$ cat src/rtl/nios2_oci_dct_pkg.sv
// Shared types for the Nios II OCI DCT trace capture monitor: FSM states,
// entry layout and the stream entry width helper.
package nios2_oci_dct_pkg;

  typedef enum logic [1:0] {
    IDLE    = 2'd0,
    CAPTURE = 2'd1,
    FLUSH   = 2'd2,
    DONE    = 2'd3
  } state_e;

  localparam int DEF_DCT_W = 30;
  localparam int DEF_CNT_W = 4;
  localparam int DEF_TS_W  = 16;

  // Entry layout at default widths; ts only present in timestamped builds.
  typedef struct packed {
    logic [DEF_TS_W-1:0]  ts;
    logic [DEF_CNT_W-1:0] count;
    logic [DEF_DCT_W-1:0] buffer;
  } entry_t;

  function automatic int entry_w(input int cnt_w, input int dct_w, input int ts_w,
                                 input bit ts_en);
    return cnt_w + dct_w + (ts_en ? ts_w : 0);
  endfunction

endpackage

$ cat src/rtl/nios2_oci_dct_fifo.sv
// Synchronous FIFO with registered first-word-fall-through read data,
// synchronous clear and full/empty/level status.
module nios2_oci_dct_fifo #(
  parameter  int W     = 34,
  parameter  int DEPTH = 16,
  localparam int AW    = $clog2(DEPTH),
  localparam int LW    = AW + 1
) (
  input  logic          clk,
  input  logic          reset,
  input  logic          clear_i,
  input  logic          push_i,
  input  logic          pop_i,
  input  logic [W-1:0]  wdata_i,
  output logic [W-1:0]  rdata_o,
  output logic          full_o,
  output logic          empty_o,
  output logic [LW-1:0] level_o
);

  logic [W-1:0]  mem_q [DEPTH];
  logic [AW-1:0] wr_ptr_q, wr_ptr_d;
  logic [AW-1:0] rd_ptr_q, rd_ptr_d;
  logic [LW-1:0] level_q, level_d;
  logic [W-1:0]  rdata_q, rdata_d;
  logic          do_push, do_pop;

  assign empty_o = (level_q == '0);
  assign full_o  = (level_q == LW'(DEPTH));
  assign do_pop  = pop_i && !empty_o;
  assign do_push = push_i && (!full_o || do_pop);

  always_comb begin
    wr_ptr_d = wr_ptr_q + AW'(do_push);
    rd_ptr_d = rd_ptr_q + AW'(do_pop);
    level_d  = level_q + LW'(do_push) - LW'(do_pop);
    rdata_d  = rdata_q;
    // The head register must already hold the next entry when it becomes visible.
    if (do_push && ((level_q - LW'(do_pop)) == '0)) begin
      rdata_d = wdata_i;
    end else if (do_pop) begin
      rdata_d = mem_q[rd_ptr_d];
    end
    if (clear_i) begin
      wr_ptr_d = '0;
      rd_ptr_d = '0;
      level_d  = '0;
    end
  end

  always_ff @(posedge clk) begin
    if (do_push) begin
      mem_q[wr_ptr_q] <= wdata_i;
    end
  end

  always_ff @(posedge clk) begin
    if (reset) begin
      wr_ptr_q <= '0;
      rd_ptr_q <= '0;
      level_q  <= '0;
      rdata_q  <= '0;
    end else begin
      wr_ptr_q <= wr_ptr_d;
      rd_ptr_q <= rd_ptr_d;
      level_q  <= level_d;
      rdata_q  <= rdata_d;
    end
  end

  assign rdata_o = rdata_q;
  assign level_o = level_q;

endmodule

$ cat src/rtl/nios2_oci_dct_capture.sv
// Nios II OCI DCT trace capture monitor: qualifies trace frames into a FIFO
// and drains them over a stream. Optional DCT_CAPTURE_TIMESTAMP_EN prepends a timestamp.
module nios2_oci_dct_capture
  import nios2_oci_dct_pkg::*;
#(
  parameter int DCT_W = 30,
  parameter int CNT_W = 4,
  parameter int DEPTH = 16,
  parameter int OVF_W = 16,
  parameter int TS_W  = 16,
`ifdef DCT_CAPTURE_TIMESTAMP_EN
  localparam int ENTRY_W = entry_w(CNT_W, DCT_W, TS_W, 1'b1)
`else
  localparam int ENTRY_W = entry_w(CNT_W, DCT_W, TS_W, 1'b0)
`endif
) (
  input  logic                   clk,
  input  logic                   reset,
  input  logic                   capture_en,
  input  logic                   dct_valid,
  input  logic [DCT_W-1:0]       dct_buffer,
  input  logic [CNT_W-1:0]       dct_count,
  input  logic                   test_ending,
  input  logic                   test_has_ended,
  output logic                   out_valid,
  input  logic                   out_ready,
  output logic [ENTRY_W-1:0]     out_data,
  output logic [$clog2(DEPTH):0] fill_level,
  output logic                   overflow,
  output logic [OVF_W-1:0]       overflow_cnt,
  output logic                   done,
  output logic [1:0]             dbg_state
);

  // Stream handshake: an entry transfers on a cycle with out_valid && out_ready;
  // out_data holds steady while out_valid is high and out_ready is low.

  state_e             state_q, state_d;
  logic               push_req, pop, drop;
  logic               fifo_full, fifo_empty;
  logic [ENTRY_W-1:0] wdata;
  logic               overflow_q, overflow_d;
  logic [OVF_W-1:0]   ovf_cnt_q, ovf_cnt_d;

  assign push_req = (state_q == CAPTURE) && dct_valid && (dct_count != '0) && !test_has_ended;
  assign pop      = out_valid && out_ready;
  assign drop     = push_req && fifo_full && !pop;

`ifdef DCT_CAPTURE_TIMESTAMP_EN
  logic [TS_W-1:0] ts_q;

  always_ff @(posedge clk) begin
    if (reset) ts_q <= '0;
    else       ts_q <= ts_q + 1'b1;
  end

  assign wdata = {ts_q, dct_count, dct_buffer};
`else
  assign wdata = {dct_count, dct_buffer};
`endif

  nios2_oci_dct_fifo #(.W(ENTRY_W), .DEPTH(DEPTH)) u_fifo (
    .clk     (clk),
    .reset   (reset),
    .clear_i (test_has_ended),
    .push_i  (push_req),
    .pop_i   (out_ready),
    .wdata_i (wdata),
    .rdata_o (out_data),
    .full_o  (fifo_full),
    .empty_o (fifo_empty),
    .level_o (fill_level)
  );

  assign out_valid = !fifo_empty;

  always_comb begin
    state_d = state_q;
    if (test_has_ended) begin
      state_d = DONE;
    end else begin
      case (state_q)
        IDLE:    if (capture_en) state_d = CAPTURE;
        CAPTURE: begin
          if (test_ending)      state_d = FLUSH;
          else if (!capture_en) state_d = IDLE;
        end
        FLUSH:   if (fifo_empty) state_d = DONE;
        DONE:    state_d = DONE;
        default: state_d = IDLE;
      endcase
    end
  end

  always_comb begin
    overflow_d = overflow_q;
    ovf_cnt_d  = ovf_cnt_q;
    if (drop) begin
      overflow_d = 1'b1;
      if (ovf_cnt_q != '1) ovf_cnt_d = ovf_cnt_q + 1'b1;
    end
  end

  always_ff @(posedge clk) begin
    if (reset) begin
      state_q    <= IDLE;
      overflow_q <= 1'b0;
      ovf_cnt_q  <= '0;
    end else begin
      state_q    <= state_d;
      overflow_q <= overflow_d;
      ovf_cnt_q  <= ovf_cnt_d;
    end
  end

  assign overflow     = overflow_q;
  assign overflow_cnt = ovf_cnt_q;
  assign done         = (state_q == DONE);
  assign dbg_state    = state_q;

endmodule

$ cat config.mk
export PLATFORM = sky130hd
export DESIGN_NAME = nios2_oci_dct_capture
export DESIGN_NICKNAME = d
export VERILOG_FILES = /design/src/rtl/nios2_oci_dct_pkg.sv /design/src/rtl/nios2_oci_dct_fifo.sv /design/src/rtl/nios2_oci_dct_capture.sv
export SDC_FILE = /design/constraint.sdc
export NUM_CORES = 1
export LEC_CHECK = 0
export CORE_MARGIN = 10
export CORE_UTILIZATION = 49
export CTS_CLUSTER_DIAMETER = 30
export DETAILED_ROUTE_END_ITERATION = 10
export HOLD_SLACK_MARGIN = 0.15
export PLACE_DENSITY = 0.68
export SLEW_MARGIN = 20
export SYNTH_ARGS = -nofsm -noshare
export SYNTH_HDL_FRONTEND = slang
export SYNTH_HIERARCHICAL = 1
export SYNTH_SLANG_ARGS = --single-unit
$ cat constraint.sdc
create_clock -name clk -period 6.2 [get_ports clk]
set_input_delay 0.62 -clock clk [delete_from_list [all_inputs] [get_ports clk]]
set_output_delay 0.62 -clock clk [all_outputs]
set_load 0.01 [all_outputs]
# Word-level counts from Yosys, hierarchy flattened
# Memory sizes are Yosys's and may differ from the RTL's.
# Index checks and enable logic that the tools add are counted.
# word_totals
ff_bits	66
latch_bits	0
mem_bits_rw	544
mem_bits_ro	0
output_inout_bits	60
memories	1
# memory_table
name	words	word_bits	read_ports	rd_clocked_by_memory_dff	wr	line	source
u_fifo.mem_q	16	34	1	0	1	nios2_oci_dct_fifo.sv:21	logic [W-1:0] mem_q [DEPTH];
# op_classes
add_sub_neg	6
n_mul	0
div_mod_pow	0
magnitude_cmp	0
n_eq_ne	8
shifts	0
mux	10
bitwise_logic	0
reduce_logical	21
# op_table
operator	n
$mux 34	2
$add 16x1->16 const B	1
$ne 16x16->1 const B	1
$logic_not 5->1	2
$mux 2	5
$sub 5x1->5	2
$add 4x1->4	2
$logic_and 1x1->1	8
$pmux 2 s4	1
$add 5x1->5	1
$eq 5x5->1 const B	1
$eq 2x2->1 const B	2
$logic_not 1->1	4
$ne 4x4->1 const B	1
$reduce_bool 4->1	1
$ne 3x2->1 const B	1
$ne 3x3->1 const B	1
$reduce_and 3->1	1
$eq 2x1->1 const B	1
$logic_not 2->1	1
$mux 1	2
$reduce_and 2->1	1
$reduce_bool 2->1	1
$reduce_or 2->1	1
$logic_or 1x1->1	1

# Longest topological paths before layout
# Gate-level depths: netlist of run 1.
# depth
ltp_word	7
ltp_mapped	14

# By module
# The synthesis of run 1 kept the hierarchy.
# by_module_without_submodules
module	n_inst	cells_per_inst	area_each_um2	seq_area_each_um2
nios2_oci_dct_fifo	1	1091	22955.8	17276.6
nios2_oci_dct_capture	1	112	975.9	380.4

# Worst setup path before layout of run 1
# OpenSTA, ideal clock, no wires.
# synth_timing
path_type	input to register
from	input test_has_ended
to	memory u_fifo.mem_q[1][0], enable pin
arrival_time_ps	4111
required_time_ps	5732
setup_slack_ps	1621
stages	9
n_path_buf	2
cell_sequence	and4bb_1 > nor2b_1 > inv_1 > a21o_1 > buf_2 > clkbuf_1 > nor2_1 > nand2_1 > nor3_1
# synth_via
elab_chain_len	5
# synth_rtl
item	line	source
from (decl)	nios2_oci_dct_capture.sv:24	input logic test_has_ended,
$logic_not 1->1	nios2_oci_dct_capture.sv:45	assign push_req = (state_q == CAPTURE) && dct_valid && (dct_count != '0) && !test_has_ended;
$logic_and 1x1->1	nios2_oci_dct_capture.sv:45	
named net push_req	nios2_oci_dct_capture.sv:39	logic push_req, pop, drop;
$logic_and 1x1->1	nios2_oci_dct_fifo.sv:31	assign do_push = push_i && (!full_o || do_pop);
$mux 1	nios2_oci_dct_fifo.sv:52	if (do_push) begin
$mux 1 (implied by the code)	nios2_oci_dct_fifo.sv:53	mem_q[wr_ptr_q] <= wdata_i;
to (decl)	nios2_oci_dct_fifo.sv:21	
# The timed path passes the listed nets, and every way through them passes these cells.

# Final worst setup path of run 1
# layout_timing
from	register u_fifo.level_q[3] (netlist: u_fifo/level_o[3])
to	register u_fifo.rdata_q[22] (netlist: u_fifo/rdata_o[22])
# layout_via
elab_chain_len	7
word_cells_on_any_way	15
classes_between	add/sub (2); eq/ne (1); mux (2); reduce/logical (9); memory (1)
# layout_rtl
item	line	source
from (decl)	nios2_oci_dct_fifo.sv:24	logic [LW-1:0] level_q, level_d;
from (signal assigned)	nios2_oci_dct_fifo.sv:66	level_q <= level_d;
$logic_not 5->1 (*)	nios2_oci_dct_fifo.sv:28	assign empty_o = (level_q == '0);
named net fifo_empty	nios2_oci_dct_capture.sv:40	logic fifo_full, fifo_empty;
$logic_not 1->1 (*)	nios2_oci_dct_fifo.sv:30	assign do_pop = pop_i && !empty_o;
$logic_and 1x1->1 (*)	nios2_oci_dct_fifo.sv:30	
$add 4x1->4 (tied with other cells)	nios2_oci_dct_fifo.sv:35	rd_ptr_d = rd_ptr_q + AW'(do_pop);
$mem_v2 16x34 (tied with other cells)	n/a	
$mux 34 or $logic_and 1x1->1 (tied branches)	nios2_oci_dct_fifo.sv:41, nios2_oci_dct_fifo.sv:39	
$mux 34 or $reduce_bool 2->1 (tied branches)	n/a	
to (signal assigned)	nios2_oci_dct_fifo.sv:67	rdata_q <= rdata_d;
to (decl)	nios2_oci_dct_fifo.sv:25	logic [W-1:0] rdata_q, rdata_d;
# The timed path passes the listed nets; every way through them passes the cells marked *. The select of a mux whose other input is x is not followed.
# A chain may end at the register's enable or synchronous reset.

==> results of run 1 <==
[registers in the layout (all words and copies together) (netlist names)]
signal           cells
overflow_cnt        16
dbg_state            2
overflow             1
u_fifo/rd_ptr_q      4
u_fifo/mem_q       544
u_fifo/rdata_o      34
u_fifo/level_o       5
u_fifo/wr_ptr_q      4
[layer usage]
metal	vias to the layer above	track usage, %	routed length (um)
li1	5375	-	-
met1	6546	25.8	22400
met2	558	31.1	26800
met3	108	4.98	4690
met4	0	6.38	1270
met5	-	0	0
[worst max-delay path, cell delays in order, from the launching register on]
cell,delay [ps]
dfxtp_1,360
inv_1,130
ha_1,190
nor4b_2,340
nand2b_2,220
inv_2,80
ha_4,410
buf_12,510
mux4_2,570
nor2b_1,150
a211oi_1,260
a211oi_1,90
o221a_2,270
[area by class of cell]
class                           count  area (um2)  share of cell area, %
Clock buffer                      125        2960                   9.90
Clock inverter                     87        1070                   3.57
Inverter                           14        52.6                  0.176
Multi-Input combinational cell    511        6010                   20.1
Timing Repair Buffer              137        1350                   4.52
Sequential cell                   610       17700                   59.1
Tap cell                          615         769                   2.58
[logic make-up (layout without fill, tap and decap cells)]
family	Yosys count	after routing	synth area share, %
AO/OA/AOI/OAI	94	94	3.01
XOR/XNOR	17	17	0.654
buffers and inverters	82	363	1.82
AND/OR/NAND/NOR	181	181	3.94
adder cells (fa/ha/maj)	14	14	0.763
multiplexers	205	205	16.0
flip-flops	610	610	73.8
[report_power, final]
| group | internal [uW] | leakage, uW | switching, uW |
|---|---|---|---|
| sequential | 4600 | 0.00543 | 109 |
| clock | 4240 | 0.00194 | 2080 |
| combinational | 1400 | 0.00212 | 1390 |
| total | 10200 | 0.00948 | 3570 |
[per-stage QoR]
step                      total power [uW]  hold slack [ps]  instances  cell area, um2
after floorplan                       6730              470       1203           23900
after global routing                 14300              494       2099           29900
after global placement                7540              433       1887           25800
after detailed placement              7570              445       1887           25800
after CTS                            13900              466       2099           29900
final                                13800              459       2099           29900
[cells in the final DEF, fill, tap and decap left out, drive strengths merged, types with 19 or more instances in the layout]
cell type | synthesis | layout
a22oi | 33 | 33
a311oi | 33 | 33
buf | 52 | 38
bufinv | 0 | 19
clkbuf | 16 | 125
clkdlybuf4s50 | 0 | 99
clkinv | 0 | 42
dfxtp | 66 | 66
edfxtp | 544 | 544
inv | 14 | 28
mux2 | 68 | 68
mux4 | 136 | 136
nand2 | 44 | 44
nor2 | 40 | 40
nor3 | 41 | 41
[final timing paths]
kind                                                    from                         endpoint  slack [ps]
worst max register to register  u_fifo/level_o[3]$_SDFF_PP0_  u_fifo/rdata_o[22]$_SDFFE_PP0P_        2420
worst min register to register         overflow$_SDFFE_PP0P_            overflow$_SDFFE_PP0P_         460
worst min-delay path                   overflow$_SDFFE_PP0P_            overflow$_SDFFE_PP0P_         460
worst max-delay path            u_fifo/level_o[3]$_SDFF_PP0_  u_fifo/rdata_o[22]$_SDFFE_PP0P_        2420
==> run_results.csv, run 1 <==
group,metric,value,unit
run_status,outcome,"complete, no violations",
finish,antenna_cells,0,
floorplanning,ios,101,
synthesis,synth-edff-count,544,
setup_path,cp-start-kind,"flop",
pwr,ir_drop,0.000397,V
floorplanning,core_region_area,48000,um2
global_route,grt_usage,19.5,%
clock_tree,clock_latency,650,ps
clock_tree,cts_root_buf,"clkbuf_16",
floorplanning,chipHeight,241,um
clock_tree,path_clk_slew,50,ps
clock_tree,cts_setup_buffers,0,
sta,final.setup.worst_slack,2420,ps
setup_path,r2r_cells,12,
sta,setup_violations,0,
synthesis,avgSynthCellArea,19.9,um2
finish,areaGrowthSynthToFinish,24.8,%
synthesis,ys_seq_area_share,73.8,%
finish,nFillCells,3328,
detailed_routing,via_per_inst,6.00,
setup_path,critical_path_arrival,4300,ps
placement,port_buffers,100,
clock_tree,h-tree-depth,3,
placement,hpwl,28.8,mm
detailed_routing,dr_total_vias,12600,
synthesis,syn_area,23900,um2
floorplanning,row_count,80,
detailed_routing,wl_per_cell,26.3,um
floorplanning,fp.dieW,241,um
setup_path,crit_type,"reg2reg",
synthesis,synthesis.nets,1258,
setup_path,critPathMaxFanout,73,
detailed_routing,totalWireLength,55.3,mm
synthesis,netlist_top_cells_count,"544 x edfxtp_1, 136 x mux4_2, 66 x dfxtp_1, 66 x mux2_2, 44 x nand2_1",
clock_tree,hold_buffers,0,
pwr,leakage,0.00948,uW
clock_tree,cts.path.max_buffers,3,
global_route,grt_pass1_wl,84.1,mm
clock_tree,clock_sinks,610,
sta,fmax,265,MHz
detailed_routing,first_pass_iters,5,
synthesis,synthFlopType,"edfxtp_1",
detailed_routing,postRouteAntennaNets,0,
global_route,grt_pass1_vias,13400,
global_route,grt_max_degree,74,
sta,period_share,61.0,%
flow_run,cap_viol_max_count,0,
floorplanning,die_area,58100,um2
setup_path,cp-end-kind,"flop",
global_route,antenna_found_initial,0,
sta,setup_tns,0,ps
clock_tree,ctsResizeCount,0,
detailed_routing,drtIter0Drc,967,
clock_tree,cts_buffers,112,
synthesis,synth.distinct_cells,57,
sta,finalMaxSlewViolations,0,
sta,rsz0062_at_grt,"false",
min_path,holdPathStages,2,
finish,drive_above_1_share,31.5,%
sta,finClkSkew,25.8,ps
synthesis,yosysWarnings,6,
sta,worst_pin_slew,1000,ps
detailed_routing,drc_errors,0,
sta,finalHoldViolations,0,
placement,dp_slack,1790,ps
min_path,holdCritPathClass,"reg2reg",
global_route,grt_overflow,0,
placement,routabilityCongestion,0.778,
finish,final_core_util,62.1,%
floorplanning,start_util,49.8,%
synthesis,ys_ff_latch,610,
pwr,power_density,463,nW/um2
synthesis,synth-async-reset-ratio,0,%
synthesis,syn_inst,1203,
synthesis,yosysTopAreaCell,"edfxtp_1",
clock_tree,cts_tree,"yes",
sta,final.min_clock_period,3780,ps
synthesis,netlist.area_leader.share,68.3,%
sta,relSlewSlack,32.9,%
finish,nNetsFinal,1441,
setup_path,crit_required,6720,ps
synthesis,synth_most_common_cell,"edfxtp_1",
synthesis,synth.area.top_cells,"edfxtp_1 68%, mux4_2 13%, dfxtp_1 5.5%",
(Power assumes the default switching activity.)
==> inputs of run 2 (changes only) <==
--- a/config.mk
+++ b/config.mk
@@ -10,7 +10,7 @@
 export CTS_CLUSTER_DIAMETER = 30
 export DETAILED_ROUTE_END_ITERATION = 10
 export HOLD_SLACK_MARGIN = 0.15
-export PLACE_DENSITY = 0.68
+export PLACE_DENSITY = 0.7
 export SLEW_MARGIN = 20
 export SYNTH_ARGS = -nofsm -noshare
 export SYNTH_HDL_FRONTEND = slang
==> constraint.sdc (replaced) <==
create_clock -name clk -period 3 [get_ports clk]
set_input_delay 0.3 -clock clk [delete_from_list [all_inputs] [get_ports clk]]
set_output_delay 0.3 -clock clk [all_outputs]
set_load 0.01 [all_outputs]
==> run_results.csv, run 2 (synthesized netlist as in run 1, its figures left out) <==
group,metric,value,unit
pwr,power_density,938,nW/um2
placement,place_area,27400,um2
detailed_routing,drc_errors,0,
setup_path,r2r_cells,13,
sta,finClkSkew,25.3,ps
placement,port_buffers,100,
setup_path,worstPathCellList,"inv_2 > ha_4 > nor4b_4 > nand2b_4 > inv_2 > buf_4 > ha_1 > nand2b_1 > and3_1 > o2111ai_4 > buf_4 > nor3_1 > a311oi_2",
detailed_routing,via_per_inst,6.08,
setup_path,cp_num_buf_inv,4,
clock_tree,clock_sinks,610,
global_route,grt_max_degree,39,
min_path,holdCritPathClass,"in2reg",
sta,final.min_clock_period,2970,ps
min_path,min_from,"test_ending",
finish,nNetsFinal,1552,
global_route,antenna_found_initial,1,
floorplanning,fp.dieW,241,um
setup_path,startpoint,"u_fifo/level_o[2]$_SDFF_PP0_",
setup_path,cp-start-kind,"flop",
floorplanning,row_count,80,
sta,setup_tns,0,ps
floorplanning,die_area,58100,um2
clock_tree,cts_tree,"yes",
global_route,grt_overflow,0,
setup_path,r2r_end,"u_fifo/rdata_o[0]$_SDFFE_PP0P_",
sta,period_share,98.9,%
clock_tree,cts_root_buf,"clkbuf_16",
setup_path,cp_top_family,"simple AND/OR/NAND/NOR gates",
setup_path,crit_type,"reg2reg",
placement,routabilityCongestion,0.795,
clock_tree,clock_latency,640,ps
floorplanning,core_region_area,48000,um2
sta,setup_violations,0,
detailed_routing,first_pass_iters,6,
setup_path,max_stage_delay,360,ps
finish,final_common_cell,"edfxtp_1",
detailed_routing,dr_total_vias,13400,
setup_path,crit_required,3510,ps
finish,final_cell_mix,"544 x edfxtp_1, 136 x mux4_2, 116 x clkbuf_16",
global_route,grt_pass1_vias,14100,
sta,finalHoldViolations,0,
finish,areaGrowthSynthToFinish,32.2,%
finish,final_core_util,65.9,%
global_route,grt_usage,20.8,%
setup_path,endpoint,"u_fifo/rdata_o[0]$_SDFFE_PP0P_",
setup_path,cp-end-kind,"flop",
setup_path,cp.depth,13,
sta,finalMaxSlewViolations,0,
run_status,outcome,"complete, no violations",
flow_run,cap_viol_max_count,0,
sta,worst_pin_slew,691,ps
pwr,leakage,0.0103,uW
detailed_routing,wl_per_cell,27.5,um
sta,fmax,337,MHz
setup_path,ff2ff_setup_slack,30,ps
placement,hpwl,34.3,mm
finish,final_design_area_no_fill,31600,um2
clock_tree,cts.path.max_buffers,3,
setup_path,worst_path_max_delay_cell,"a311oi_2",
floorplanning,ios,101,
setup_path,reg2reg_from,"u_fifo/level_o[2]$_SDFF_PP0_",
detailed_routing,postRouteAntennaNets,0,
setup_path,critPathMaxFanout,16,
clock_tree,cts_buffers,111,
pwr,ir_drop,0.000618,V
floorplanning,start_util,49.8,%
clock_tree,path_clk_slew,50,ps
finish,drive_above_1_share,37.1,%
finish,regMostFlops,"u_fifo/mem_q",
detailed_routing,totalWireLength,60.8,mm
clock_tree,h-tree-depth,3,
detailed_routing,drtIter0Drc,1287,
sta,relSlewSlack,53.9,%
setup_path,critical_path_arrival,3480,ps
finish,largest_reg_flops,544,
floorplanning,chipHeight,241,um
global_route,grt_pass1_wl,89.7,mm
-- run 2: repair_timing --
action | in CTS | in global routing
endpoints found under the setup margin | 8 | 190
gates resized for setup | 4 | 21
setup buffers | 2 | 16
gates cloned | 0 | 4
endpoints found under the hold margin | 11 | 0
hold buffers | 1 | 0
pin swaps | 0 | 4
-- run 2: stage by stage --
stage	std cells	hold WS [ps]	worst slack, ps	total power (uW)
2_1_floorplan	1203	399	-380	13900
3_3_place_gp	1976	435	-514	16300
3_5_place_dp	1976	447	-505	16400
4_1_cts	2189	272	4.58	29200
5_1_grt	2209	313	-67.5	30700
6_report	2210	302	32.7	29700
-- run 2: worst min-delay path by stage --
stage                              endpoint  slack, ps  cells after the start
2_1_floorplan  u_fifo/mem_q[0][0]$_DFFE_PP_        400                      0
3_3_place_gp          overflow$_SDFFE_PP0P_        430                      2
3_5_place_dp          overflow$_SDFFE_PP0P_        450                      2
4_1_cts           dbg_state[1]$_SDFFE_PP0P_        270                      3
5_1_grt           dbg_state[1]$_SDFFE_PP0P_        310                      3
6_report          dbg_state[1]$_SDFFE_PP0P_        300                      3
-- run 2: final cells by class --
cell class	instances	area (um2)
antenna	1	2.50
clock buffer	127	2920
clock inverter	83	955
fill	3010	16400
inverter	14	52.6
multi-input combinational	511	6100
sequential	610	17700
tap	615	769
timing repair buffer	249	3190
-- run 2: per-layer routing --
| layer | part of all wire (%) | track usage (%) |
|---|---|---|
| met1 | 39 | 27.8 |
| met2 | 49 | 33.3 |
| met3 | 9.3 | 4.76 |
| met4 | 2.3 | 6.93 |
| met5 | 0 | 0 |
-- run 2: report_power, final --
| group | internal [uW] | total (uW) | switching, uW |
|---|---|---|---|
| clock network | 8280 | 12700 | 4430 |
| logic | 4000 | 7290 | 3290 |
| registers | 9500 | 9700 | 200 |
| total | 21800 | 29700 | 7920 |
-- run 2: worst min-delay path, cell delays in order --
cell and delay (ps):
clkdlybuf4s50_1 410, nand2_1 100, a21oi_1 70
==> RTL edit 1 (config.mk and constraints of run 1) <==
The option `DCT_CAPTURE_TIMESTAMP_EN` is turned on by a define.
--- a/src/rtl/nios2_oci_dct_capture.sv
+++ b/src/rtl/nios2_oci_dct_capture.sv
@@ -1,5 +1,7 @@
 // Nios II OCI DCT trace capture monitor: qualifies trace frames into a FIFO
 // and drains them over a stream. Optional DCT_CAPTURE_TIMESTAMP_EN prepends a timestamp.
+`define DCT_CAPTURE_TIMESTAMP_EN
+
 module nios2_oci_dct_capture
   import nios2_oci_dct_pkg::*;
 #(
Ports: changed (resized out_data); port bits go from 101 to 117. No check against the original RTL was run, so the function may have changed too.
==> RTL edit 1 against run 1 <==
Area after synthesis rose by 48%. Power increased by 38%. First-iteration DRC count increased by 60%. Design area grew 43%. Sequential power grew 47%. Non-clock buffer count is 21 higher. Wire length rose by 47%. Setup slack lost 910 ps. Utilization shrank 2.4 points. Die area up 43%. Clock skew up 5.5 ps. Critical path depth shrank 1. Sequential cell count grew 288. Largest cell class unchanged.
==> RTL edit 1: results (changes against run 1) <==
[setup_path]
worstSetupPathType = reg2reg  ; unchanged
reg2reg_depth = 11  ; was 12
r2r_start = u_fifo/level_o[2]$_SDFF_PP0_  ; was u_fifo/level_o[3]$_SDFF_PP0_
path_max_fanout = 50  ; was 73
crit_end = u_fifo/rdata_o[36]$_SDFFE_PP0P_  ; was u_fifo/rdata_o[22]$_SDFFE_PP0P_
crit_arrival_ps = 5210  ; was 4300 ps

[drt]
wl_um = 81400  ; was 55300 um
dr.pass1.iters = 7  ; was 5
drt_iter0_drc = 1552  ; was 967
vias = 18273  ; was 12.6k

[place]
dp.cells = 2742  ; was 1887
gp_congestion = 0.738  ; was 0.778
dp_hpwl_um = 40400  ; was 28800 um
io_buffers = 116  ; was 100
postPlaceCellArea_sq_um = 37800  ; was 25800 sq um

[yosys]
syn_inst = 1742  ; was 1203
muxShareOfSynthArea_pct = 15.8  ; was 16.0%
async_flop_share_pct = 0  ; unchanged
ys_types = 58  ; was 57
synth_edf_count = 800  ; was 544
synth_xor_area_share_pct = 0.640  ; was 0.654%
ys_top_cells_by_area = edfxtp_1 (68%), mux4_2 (13%), dfxtp_1 (5.5%)  ; unchanged
synth_fp_nets = 1798  ; was 1258
synth_commonest_cells = edfxtp_1 (800), mux4_2 (200), nor3_1 (106)  ; was edfxtp_1 (544), mux4_2 (136), dfxtp_1 (66), mux2_2 (66), nand2_1 (44)
synthAdderAreaFrac_pct = 0.552  ; was 0.763%
yosysWarnings = 6  ; unchanged
synth_compound_area_share_pct = 4.11  ; was 3.01%
seq_area_frac_synth_pct = 73.5  ; was 73.8%
synth_ff_type = edfxtp_1  ; unchanged

[clock_network]
cts_root_buf = clkbuf_16  ; unchanged
clk_pin_slew_ps = 50  ; about the same
post_cts_buffers = 0  ; unchanged
htreeDepth = 4  ; was 3
clkLatencyLatePin_ps = 720  ; was 650 ps
cts_buffers = 149  ; was 112
clockBufferDepth = 3  ; unchanged
post_cts_resized = 0  ; unchanged

[timing]
skew_ps = 31.4  ; was 25.8 ps
slew_headroom_pct = 29.9  ; was 32.9%
holdWs_ps = 380  ; was 459 ps
worst_slack_ps = 1510  ; was 2420 ps

[grt]
grt_pass1_wl_um = 123000  ; was 84100 um
grt_max_degree = 89  ; was 74
antenna_found_initial = 2  ; was 0
grtUsageTotal_pct = 19.9  ; was 19.5%
grt_pass1_vias = 19577  ; was 13.4k

[power]
irDropWorstVdd_v = 0.000321  ; was 0.000397 V
power_leakage_nw = 13.2  ; was 9.48 nW
switching_share_pct = 27.0  ; was 25.9%

[hold_path]
hold_end = overflow_cnt[1]$_SDFFE_PP0P_  ; was overflow$_SDFFE_PP0P_
worstHoldStart = reset  ; was overflow$_SDFFE_PP0P_
hold_depth = 2  ; unchanged
hold_path.class = in2reg  ; was reg2reg

[layout]
largest_register_ffs = 800  ; was 544
drive_gt1_share_pct = 30.3  ; was 31.5%
top_register = u_fifo/mem_q  ; unchanged
num-nets-final = 1999  ; was 1441
final_cells = 3016  ; was 2099

[job]
drv_cap = 0  ; unchanged

[run_status]
status = finished clean  ; unchanged

[RTL edit 1: cell count changes in the layout (fill, tap and decap cells not counted), sizes merged, moves of 12 or more]
cell and change:
edfxtp +256, a311oi -30, nor3 +66, mux2i +50, a22oi -33, nor2 +12
a211oi +52, clkdlybuf4s50 +16, nand2 -29, dfxtp +32, a221oi +49, mux4 +64
clkbuf +56, mux2 -17
[RTL edit 1: worst max-delay path: stages, from the launching register on]
cell	delay (ps)
dfxtp_1	360
inv_1	150
ha_1	220
nor4b_2	420
nand2b_4	620
inv_2	180
ha_1	270
nand2b_1	170
and3_1	220
o2111ai_4	740
or2_4	930
a211oi_1	200
[RTL edit 1: metal layers]
layer / routed length (um) / global-route usage, %
met5: 18 / 0
met4: 1930 / 7.40
met3: 6450 / 4.94
met2: 40100 / 31.8
met1: 32900 / 26.2
[RTL edit 1: power groups by stage]
stage / Sequential (mW) / Combinational [mW] / Clock (mW)
2_1_floorplan: 7.03 / 3.03 / 0
3_3_place_gp: 7.04 / 4.15 / 0
3_5_place_dp: 7.04 / 4.19 / 0
4_1_cts: 6.93 / 4.23 / 8.08
5_1_grt: 6.94 / 4.47 / 8.38
6_report: 6.92 / 4.17 / 7.96
[RTL edit 1: layout make-up]
| cell class | instances | area, sq um |
|---|---|---|
| Antenna cell | 1 | 2.50 |
| Clock inverter | 92 | 955 |
| Fill cell | 4967 | 28800 |
| Tap cell | 950 | 1190 |
| Timing Repair Buffer | 158 | 1640 |
| Sequential cell | 898 | 26000 |
| Multi-Input combinational cell | 720 | 8900 |
| Inverter | 16 | 60.1 |
| Clock buffer | 181 | 4010 |
==> RTL edit 2 (settings of run 1) <==
Made on the original files. Put one more register stage on the output `overflow_cnt`, with the module's reset. The value now appears one clock later. The other outputs are not delayed to match.
--- a/src/rtl/nios2_oci_dct_capture.sv
+++ b/src/rtl/nios2_oci_dct_capture.sv
@@ -114,7 +114,13 @@
   end
 
   assign overflow     = overflow_q;
-  assign overflow_cnt = ovf_cnt_q;
+  always_ff @(posedge clk) begin
+    if (reset) begin
+      overflow_cnt <= '0;
+    end else begin
+      overflow_cnt <= ovf_cnt_q;
+    end
+  end
   assign done         = (state_q == DONE);
   assign dbg_state    = state_q;
 
Function: same outputs for any inputs over 4 cycles, from zero or initial values and one cycle with reset high; that may be too few to reach the edited logic, so the function may still have changed.
==> RTL edit 2 against run 1 <==
Utilization decreased by 0.42 points. Power increased by 3.5%. Critical path depth is 1 higher. Wire length down 0.28%. Design area increased by 1.4%. Setup slack got worse by 710 ps. Sequential cell count increased by 16. Sequential share of layout area grew 0.24 points. Die area rose by 1.5%. Area after synthesis rose by 1.7%. Largest cell class unchanged.
==> RTL edit 2: results (changes against run 1) <==
[grt]
met3_usage_pct = 4.92  ; was 4.98%
grt_pass1_wl_um = 84100  ; about the same
grtUsageTotal_pct = 18.7  ; was 19.5%
antenna_found_initial = 1  ; was 0
grtUsageMet2_pct = 30.8  ; was 31.1%
grt_max_degree = 72  ; was 74
grt_pass1_vias = 13639  ; was 13.4k
gr-usage-met1_pct = 23.6  ; was 25.8%

[layout]
largest_register_ffs = 544  ; unchanged
nFillCells = 3497  ; was 3328
num-nets-final = 1475  ; was 1441
drive_gt1_share_pct = 30.9  ; was 31.5%
antenna_cells = 0  ; unchanged
top_register = u_fifo/mem_q  ; unchanged

[yosys]
muxShareOfSynthArea_pct = 16.0  ; about the same
synth_ff_type = edfxtp_1  ; unchanged
ys_types = 52  ; was 57
synth_commonest_cells = edfxtp_1 (544), mux4_2 (136), dfxtp_1 (82)  ; was edfxtp_1 (544), mux4_2 (136), dfxtp_1 (66), mux2_2 (66), nand2_1 (44)
synth_fp_nets = 1289  ; was 1258
synth_xor_area_share_pct = 0.427  ; was 0.654%
synth_edf_count = 544  ; unchanged
seq_area_frac_synth_pct = 73.9  ; was 73.8%
ys_top_cells_by_area = edfxtp_1 (67%), mux4_2 (13%), dfxtp_1 (6.7%)  ; was edfxtp_1 (68%), mux4_2 (13%), dfxtp_1 (5.5%)
synth_compound_area_share_pct = 2.99  ; was 3.01%
async_flop_share_pct = 0  ; unchanged
synthAdderAreaFrac_pct = 0.751  ; was 0.763%

[power]
power_leakage_nw = 9.60  ; was 9.48 nW
irDropWorstVdd_v = 0.000490  ; was 0.000397 V
switching_share_pct = 26.4  ; was 25.9%

[place]
gp_congestion = 0.737  ; was 0.778
dp_hpwl_um = 30000  ; was 28800 um

[drt]
dr.pass1.iters = 5  ; unchanged
drcViolationCount = 0  ; unchanged
vias = 12690  ; was 12.6k
drt_iter0_drc = 1000  ; was 967
wl_per_cell_um = 25.2  ; was 26.3 um

[clock_network]
clk_pin_slew_ps = 50  ; about the same
clockBufferDepth = 3  ; unchanged
clkLatencyLatePin_ps = 640
cts_root_buf = clkbuf_16  ; unchanged
htreeDepth = 3  ; unchanged
cts_buffers = 115  ; was 112

[hold_path]
hold_path.class = reg2reg  ; unchanged

[setup_path]
cp_slowest_cell = or2_2  ; was mux4_2
crit_arrival_ps = 4920  ; was 4300 ps
max_stage_delay_ps = 890  ; was 570 ps
path_max_fanout = 37  ; was 73

[run_status]
status = finished clean  ; unchanged

[timing]
skew_ps = 23.6  ; was 25.8 ps
slew_headroom_pct = 22.5  ; was 32.9%

==> RTL edit 2: cell types whose count changed after synthesis, moves of 7 or more <==
cell / delta
mux2_2: +7
nor2b_1: +12
nor2_1: +7
dfxtp_1: +16
xnor2_1: -9
==> RTL edit 2: logic make-up (layout without fill, tap and decap cells) <==
logic type / count (synthesis) / count (layout)
buffers and inverters: 82 / 369
xor gates and xnor gates: 11 / 11
adders and majority gates: 14 / 14
and+or+nand+nor: 198 / 198
AOI/OAI and AO/OA: 92 / 92
muxes: 211 / 211
DFF: 626 / 626
==> RTL edit 2: area by class of cell <==
cell class / count / area share [%]
clock buffers: 138 / 10.1
clock inverters: 80 / 3.08
inverters: 13 / 0.161
multi-input cells: 526 / 20.1
flip-flops and latches: 626 / 59.4
well taps: 664 / 2.74
repair buffers: 138 / 4.44
==> RTL edit 2: power by group through the flow <==
stage | registers [mW] | clock network (mW) | logic [mW]
floorplan | 4.90 | 0 | 2.30
global placement | 4.92 | 0 | 3.16
detailed placement | 4.92 | 0 | 3.21
CTS | 4.84 | 6.35 | 3.24
global route | 4.85 | 6.56 | 3.44
finish | 4.84 | 6.26 | 3.20
==> RTL edit 2: per-stage QoR <==
stage	instance area [sq um]	util, %	setup WS, ps	cells
after floorplan	24300	-	1690	1234
after global placement	26300	53.6	1800	1967
after detailed placement	26300	53.6	1750	1967
after CTS	30300	61.7	1820	2185
after global routing	30300	61.7	1540	2185
final	30300	61.7	1710	2185
==> RTL edit 2: routing by layer <==
| metal | share of wire (%) | vias up |
|---|---|---|
| met4 | 2.8 | 2 |
| li1 | - | 5487 |
| met5 | 0.013 | - |
| met3 | 7.1 | 113 |
| met1 | 40 | 6597 |
| met2 | 50 | 491 |
==> RTL edit 2: worst paths after layout <==
path                                                       end  slack (ps)  cells past startpoint                    startpoint
worst min-delay path                     overflow$_SDFFE_PP0P_         480                      2         overflow$_SDFFE_PP0P_
worst max register to register  u_fifo/rdata_o[9]$_SDFFE_PP0P_        1710                     13  u_fifo/level_o[2]$_SDFF_PP0_
worst min register to register           overflow$_SDFFE_PP0P_         480                      2         overflow$_SDFFE_PP0P_
worst max-delay path            u_fifo/rdata_o[9]$_SDFFE_PP0P_        1710                     13  u_fifo/level_o[2]$_SDFF_PP0_
==> RTL edit 2: critical path, delay by kind of cell, from the launching register on <==
family,cells,cell delay [ps]
buf+inv,4,1290
simple gates,5,1770
compound gates,2,390
fa+ha+maj,2,460
flops,1,340
